<file path="src/rtl/hit_judge_multi_if.sv">
// hit_judge_multi_if: lane inputs and graded-result outputs of the multi-lane hit judge
interface hit_judge_multi_if #(
  parameter int LANES    = 2,
  parameter int OFFSET_W = 3,
  parameter int COMBO_W  = 8,
  parameter int LW       = (LANES > 1) ? $clog2(LANES) : 1
);
  logic [LANES-1:0]    button;
  logic [LANES-1:0]    note;
  logic [OFFSET_W-1:0] offset;
  logic [LANES-1:0]    delete_note;
  logic                score_valid;
  logic [1:0]          score;
  logic [LW-1:0]       score_lane;
  logic [COMBO_W-1:0]  combo;
  logic [COMBO_W-1:0]  max_combo;
  modport master (output button, note, offset,
                  input  delete_note, score_valid, score, score_lane, combo, max_combo);
  modport slave  (input  button, note, offset,
                  output delete_note, score_valid, score, score_lane, combo, max_combo);
endinterface

</file>
<file path="src/rtl/hit_judge_multi.sv">
// hit_judge_multi: N-lane press judge with grading, lowest-lane result arbiter and combo tracking.
// Optional HIT_JUDGE_DEBOUNCE_EN adds a per-lane debounce filter ahead of edge detection.
module hit_judge_multi #(
  parameter int LANES        = 2,
  parameter int OFFSET_W     = 3,
  parameter int EARLY_OFF    = 1,
  parameter int PERFECT_LO   = 2,
  parameter int PERFECT_HI   = 4,
  parameter int LATE_OFF     = 5,
  parameter int COMBO_W      = 8,
  parameter int GHOST_BREAK  = 1,
  parameter int DEBOUNCE_CYC = 4
) (
  input logic clk,
  input logic rst,
  hit_judge_multi_if.slave bus
);
  localparam int LW = (LANES > 1) ? $clog2(LANES) : 1;
  logic [LANES-1:0] lvl, btn_q, press, hit, ghost, pending, issue;
  logic [1:0] grade [LANES];
  logic [1:0] new_grade;
  logic [LW-1:0] sel;
  logic [COMBO_W-1:0] combo_nx;
  int off;
`ifdef HIT_JUDGE_DEBOUNCE_EN
  localparam int CW = $clog2(DEBOUNCE_CYC + 1);
  logic [CW-1:0] cnt [LANES];
  always_ff @(posedge clk or posedge rst) begin
    if (rst) begin
      lvl <= '0;
      for (int i = 0; i < LANES; i++) cnt[i] <= '0;
    end else begin
      for (int i = 0; i < LANES; i++) begin
        if (bus.button[i] == lvl[i]) cnt[i] <= '0;
        else if (cnt[i] == CW'(DEBOUNCE_CYC - 1)) begin
          cnt[i] <= '0;
          lvl[i] <= ~lvl[i];
        end else cnt[i] <= cnt[i] + 1'b1;
      end
    end
  end
`else
  assign lvl = bus.button;
`endif
  assign press = lvl & ~btn_q;
  assign hit   = press & bus.note;
  assign ghost = press & ~bus.note;
  // isolate lowest set pending bit
  assign issue = pending & (~pending + 1'b1);
  always_comb begin
    off = int'(bus.offset);
    new_grade = (off >= PERFECT_LO && off <= PERFECT_HI) ? 2'b11 :
                (off == LATE_OFF)  ? 2'b10 :
                (off == EARLY_OFF) ? 2'b01 : 2'b00;
    sel = '0;
    for (int i = LANES - 1; i >= 0; i--) if (pending[i]) sel = LW'(i);
    combo_nx = bus.combo;
    if (|pending) combo_nx = (grade[sel] == 2'b00) ? '0 : (&bus.combo) ? bus.combo : bus.combo + 1'b1;
    if (GHOST_BREAK != 0 && |ghost) combo_nx = '0;
  end
  always_ff @(posedge clk or posedge rst) begin
    if (rst) begin
      btn_q           <= '0;
      pending         <= '0;
      bus.delete_note <= '0;
      bus.score_valid <= 1'b0;
      bus.score       <= '0;
      bus.score_lane  <= '0;
      bus.combo       <= '0;
      bus.max_combo   <= '0;
      for (int i = 0; i < LANES; i++) grade[i] <= '0;
    end else begin
      btn_q           <= lvl;
      pending         <= (pending & ~issue) | hit;
      bus.delete_note <= hit;
      bus.score_valid <= |pending;
      if (|pending) begin
        bus.score      <= grade[sel];
        bus.score_lane <= sel;
      end
      bus.combo     <= combo_nx;
      bus.max_combo <= (combo_nx > bus.max_combo) ? combo_nx : bus.max_combo;
      for (int i = 0; i < LANES; i++) if (hit[i]) grade[i] <= new_grade;
    end
  end
endmodule

</file>
<file path="src/flat_wrapper.sv">
// flat-port wrapper written by rule: the top's interface ports become plain ports
module hit_judge_multi_flat 
#(
  parameter int LANES        = 2,
  parameter int OFFSET_W     = 3,
  parameter int EARLY_OFF    = 1,
  parameter int PERFECT_LO   = 2,
  parameter int PERFECT_HI   = 4,
  parameter int LATE_OFF     = 5,
  parameter int COMBO_W      = 8,
  parameter int GHOST_BREAK  = 1,
  parameter int DEBOUNCE_CYC = 4
)
  (clk, rst, bus_button, bus_note, bus_offset, bus_delete_note, bus_score_valid, bus_score, bus_score_lane, bus_combo, bus_max_combo);
  hit_judge_multi_if #(.LANES(LANES), .OFFSET_W(OFFSET_W), .COMBO_W(COMBO_W)) bus_i ();
  input logic clk;
  input logic rst;
  input wire logic [$bits(bus_i.button)-1:0] bus_button;
  input wire logic [$bits(bus_i.note)-1:0] bus_note;
  input wire logic [$bits(bus_i.offset)-1:0] bus_offset;
  output wire logic [$bits(bus_i.delete_note)-1:0] bus_delete_note;
  output wire logic [$bits(bus_i.score_valid)-1:0] bus_score_valid;
  output wire logic [$bits(bus_i.score)-1:0] bus_score;
  output wire logic [$bits(bus_i.score_lane)-1:0] bus_score_lane;
  output wire logic [$bits(bus_i.combo)-1:0] bus_combo;
  output wire logic [$bits(bus_i.max_combo)-1:0] bus_max_combo;
  assign bus_i.button = bus_button;
  assign bus_i.note = bus_note;
  assign bus_i.offset = bus_offset;
  assign bus_delete_note = bus_i.delete_note;
  assign bus_score_valid = bus_i.score_valid;
  assign bus_score = bus_i.score;
  assign bus_score_lane = bus_i.score_lane;
  assign bus_combo = bus_i.combo;
  assign bus_max_combo = bus_i.max_combo;
  hit_judge_multi #(.LANES(LANES), .OFFSET_W(OFFSET_W), .EARLY_OFF(EARLY_OFF), .PERFECT_LO(PERFECT_LO), .PERFECT_HI(PERFECT_HI), .LATE_OFF(LATE_OFF), .COMBO_W(COMBO_W), .GHOST_BREAK(GHOST_BREAK), .DEBOUNCE_CYC(DEBOUNCE_CYC)) u_core (.clk(clk), .rst(rst), .bus(bus_i));
endmodule
</file>
<file path="config.mk">
export PLATFORM = sky130hd
export DESIGN_NAME = hit_judge_multi_flat
export DESIGN_NICKNAME = d
export VERILOG_FILES = /design/src/rtl/hit_judge_multi_if.sv /design/src/rtl/hit_judge_multi.sv /design/src/flat_wrapper.sv
export SDC_FILE = /design/constraint.sdc
export NUM_CORES = 1
export LEC_CHECK = 0
export BUFFER_PORTS_ARGS = -buffer_cell sky130_fd_sc_hd__clkbuf_2
export CAP_MARGIN = 20
export CORE_MARGIN = 3
export CORE_UTILIZATION = 48
export CTS_CLUSTER_SIZE = 16
export DETAILED_ROUTE_END_ITERATION = 8
export GPL_ROUTABILITY_DRIVEN = 1
export GPL_TIMING_DRIVEN = 0
export PLACE_DENSITY_LB_ADDON = 0.05
export SLEW_MARGIN = 20
export SYNTH_ARGS = -nofsm -noshare
export SYNTH_HDL_FRONTEND = slang
export SYNTH_SLANG_ARGS = --single-unit
</file>
<file path="constraint.sdc">
create_clock -name clk -period 2.53 [get_ports clk]
set_input_delay 0.1265 -clock clk [delete_from_list [all_inputs] [get_ports clk]]
set_output_delay 0.1265 -clock clk [all_outputs]
set_load 0.02 [all_outputs]
</file>
==> metrics.yaml <==
status:
  outcome: "finished with violations"
  violations: "setup timing"
logic_synthesis:
  ys.flop_type: "dfrtp_1"
  yosys.cell_types.count: 41
  synthArstFlopShare: 1.000
  synth.net_count: 149
  netlist_area_um2: 1513
  yosys_register_bits: 29
  synth_edf_count: 0
  syn_avg_cell_area_um2: 11.55
  syn-instance-count: 131
  synth_warnings: 0
  seq_area_frac_synth: 0.4797
drt:
  postRouteAntennaNets: 0
  drc: 0
  routed_wl_um: 3231
  drtIter0Drc: 86
  num_vias: 1188
  first_pass_iters: 4
  wl_per_cell_um: 13.93
  drt-vias-per-instance: 5.121
final_layout:
  drive_gt1_frac: 0.5105
  fin_nets: 207
  diodes: 0
  mostFrequentLayoutCells: "30 x clkbuf_2, 22 x dfrtp_1, 19 x buf_4"
  final_common_cell: "clkbuf_2"
  syn_to_final_growth_pct: 35.15
pwr:
  p_comb_frac: 0.370
  finalPower_w: 0.001306
  swShare: 0.3352
  vdd_ir_drop_max_mv: 0.5537
  pwr-share-seq: 0.431
  leakage_nw: 0.9777
  switchingPower_w: 0.0004377
  powerDensity_nw_per_um2: 638.8
  p_int_w: 0.0008682
  p_clk_frac: 0.199
grt:
  antenna_found_initial: 0
  grt-ovfl-total: 0
  gr-usage-all-layers: 0.1829
  grt_pass1_vias: 1170
  grt_max_degree: 30
  grt_pass1_wl_um: 5478
worst_hold_path:
  hold_depth: 3
  hold_class: "in -> reg"
  hold_path_end: "u_core.bus.delete_note[0]$_DFF_PP0_"
  hp-start: "bus_note[0]"
sta:
  timing.fmax_mhz: 359.9
  rsz0062_at_grt: "yes"
  skew_ns: 0.006994
  timing.final.crit_share: 1.098
  finalSetupViolCount: 8
  worst_pin_slew_ns: 0.6299
  tns_ns: -1.933
  period_needed_ns: 2.778
  finalMaxSlewViolations: 0
  slew_headroom: 0.5791
  fin_ws_ns: -0.2483
  finalHoldViolCount: 0
clock_tree:
  cts_tree: "yes"
  clock_path_buffers: 2
  clkSlewWorstSetupHoldPaths_ns: 0.09
  clock_latency_ns: 0.32
  htree_levels: 2
  cts_buffers: 5
  cts.sinks: 29
  root_buffer: "clkbuf_4"
job:
  cap_viol_max_count: 0
critical_path:
  reg2reg_depth: 11
  critPathRequiredTime_ns: 2.73
  startpoint_type: "flip-flop"
  crit_type: "reg -> reg"
  rr_startpoint: "u_core.bus.combo[3]$_DFF_PP0_"
  critPathCaptureType: "flip-flop"
  worst_ep_arrival_time_ns: 2.98
  r2r_setup_slack_ns: -0.25
  r2r-end: "u_core.bus.max_combo[1]$_DFFE_PP0N_"
  path_max_fanout: 8
die:
  die_x_um: 62.14
  initial_core_util: 0.5259
  die-height_um: 62.14
  core-area_um2: 2877
  dieArea_um2: 3861
  rows: 19
  io_pins: 31
placement:
  dp_hpwl_um: 2204
  port_buffers: 30
  gp_congestion: 0.7792
==> sequential cells by signal (all words and copies together) (netlist names) <==
name,cells
u_core.bus.delete_note,2
u_core.bus.score_valid,1
u_core.btn_q,2
u_core.bus.score_lane,1
u_core.bus.score,2
u_core.bus.max_combo,8
u_core.grade,4
u_core.pending,1
u_core.bus.combo,8
==> power groups by stage <==
stage / Combinational [W] / Clock [W] / Sequential (W)
4_1_cts: 0.000468 / 0.000273 / 0.000560
5_1_grt: 0.000526 / 0.000293 / 0.000569
2_1_floorplan: 0.000258 / 0 / 0.000606
6_report: 0.000483 / 0.000260 / 0.000562
3_3_place_gp: 0.000382 / 0 / 0.000570
3_5_place_dp: 0.000392 / 0 / 0.000572
==> layer usage <==
metal / part of all wire / GRT usage / up-vias
met5: 0 / 0 / -
met4: 0.028 / 0.1022 / 0
met3: 0.038 / 0.04324 / 8
met2: 0.49 / 0.3105 / 29
met1: 0.44 / 0.2118 / 566
li1: - / - / 585
==> per-stage QoR <==
stage / utilization / area, um^2 / hold WS, ns / setup WS [ns] / cells
2_1_floorplan: - / 1546 / 0.1579 / -0.1625 / 131
3_3_place_gp: 0.6081 / 1749 / 0.2619 / -0.3161 / 203
3_5_place_dp: 0.6081 / 1749 / 0.2685 / -0.3622 / 203
4_1_cts: 0.6894 / 1983 / 0.07484 / -0.2591 / 227
5_1_grt: 0.7107 / 2044 / 0.1362 / -0.3559 / 232
6_report: 0.7107 / 2044 / 0.1188 / -0.2483 / 232
==> critical path, stage by stage (launching register included) <==
cell and delay, ns:
dfrtp_2 0.41, and4_4 0.24, a41o_1 0.21, mux2i_1 0.25, nor2_2 0.06, ha_1 0.33, nor2b_1 0.14, o211ai_1 0.16
a21oi_1 0.08, o32a_1 0.34, buf_6 0.15, mux2_4 0.29
==> logic make-up after synthesis <==
| group | after synthesis | synth area share |
|---|---|---|
| AOI/OAI and AO/OA | 22 | 0.1282 |
| xor gates and xnor gates | 5 | 0.02895 |
| adders and majority gates | 9 | 0.07444 |
| buffers and inverters | 19 | 0.05541 |
| DFF | 29 | 0.4797 |
| muxes | 13 | 0.09677 |
| and+or+nand+nor | 34 | 0.1365 |
==> how the worst max path moves through the flow <==
stage,start,end,slack (ns),cells past startpoint
2_1_floorplan,u_core.bus.combo[4]$_DFF_PP0_,u_core.bus.max_combo[1]$_DFFE_PP0N_,-0.16,11
3_3_place_gp,u_core.pending[1]$_DFF_PP0_,u_core.bus.max_combo[1]$_DFFE_PP0N_,-0.32,12
3_5_place_dp,u_core.pending[1]$_DFF_PP0_,u_core.bus.max_combo[5]$_DFFE_PP0N_,-0.36,12
4_1_cts,u_core.pending[1]$_DFF_PP0_,u_core.bus.max_combo[1]$_DFFE_PP0N_,-0.26,11
5_1_grt,u_core.bus.delete_note[0]$_DFF_PP0_,u_core.bus.max_combo[4]$_DFFE_PP0N_,-0.36,12
6_report,u_core.bus.combo[3]$_DFF_PP0_,u_core.bus.max_combo[1]$_DFFE_PP0N_,-0.25,11
==> repair_timing <==
action	CTS	global route
hold buffers	2	1
setup buffers	14	4
gates cloned	0	0
setup endpoints to repair	8	8
pin swaps	11	9
hold endpoints to repair	2	29
resized for setup	13	6
==> area by class of cell <==
cell class / count / area (um^2)
clock buffers: 8 / 48.80
inverters: 15 / 56.30
well taps: 42 / 52.55
flip-flops and latches: 29 / 734.5
fillers: 220 / 832.0
multi-input cells: 83 / 795.8
plain buffers: 4 / 41.29
repair buffers: 51 / 315.3
==> Yosys cell counts (2+ instances only) <==
| cell type | number | share of area |
|---|---|---|
| dfrtp_1 | 29 | 0.48 |
| nand3_1 | 2 | 0.0066 |
| nand3b_1 | 2 | 0.0099 |
| ha_1 | 9 | 0.074 |
| inv_1 | 15 | 0.037 |
| a21oi_1 | 4 | 0.013 |
| mux2_2 | 3 | 0.022 |
| nor2_1 | 8 | 0.020 |
| a311oi_1 | 2 | 0.012 |
| mux2i_1 | 3 | 0.020 |
| mux2_1 | 6 | 0.045 |
| nand4_1 | 2 | 0.0083 |
| xnor2_1 | 4 | 0.023 |
| o21ai_0 | 4 | 0.013 |
| nor2_2 | 3 | 0.012 |
| buf_4 | 3 | 0.015 |
| nand2_1 | 8 | 0.020 |
Power figures use the tool's default switching activity.
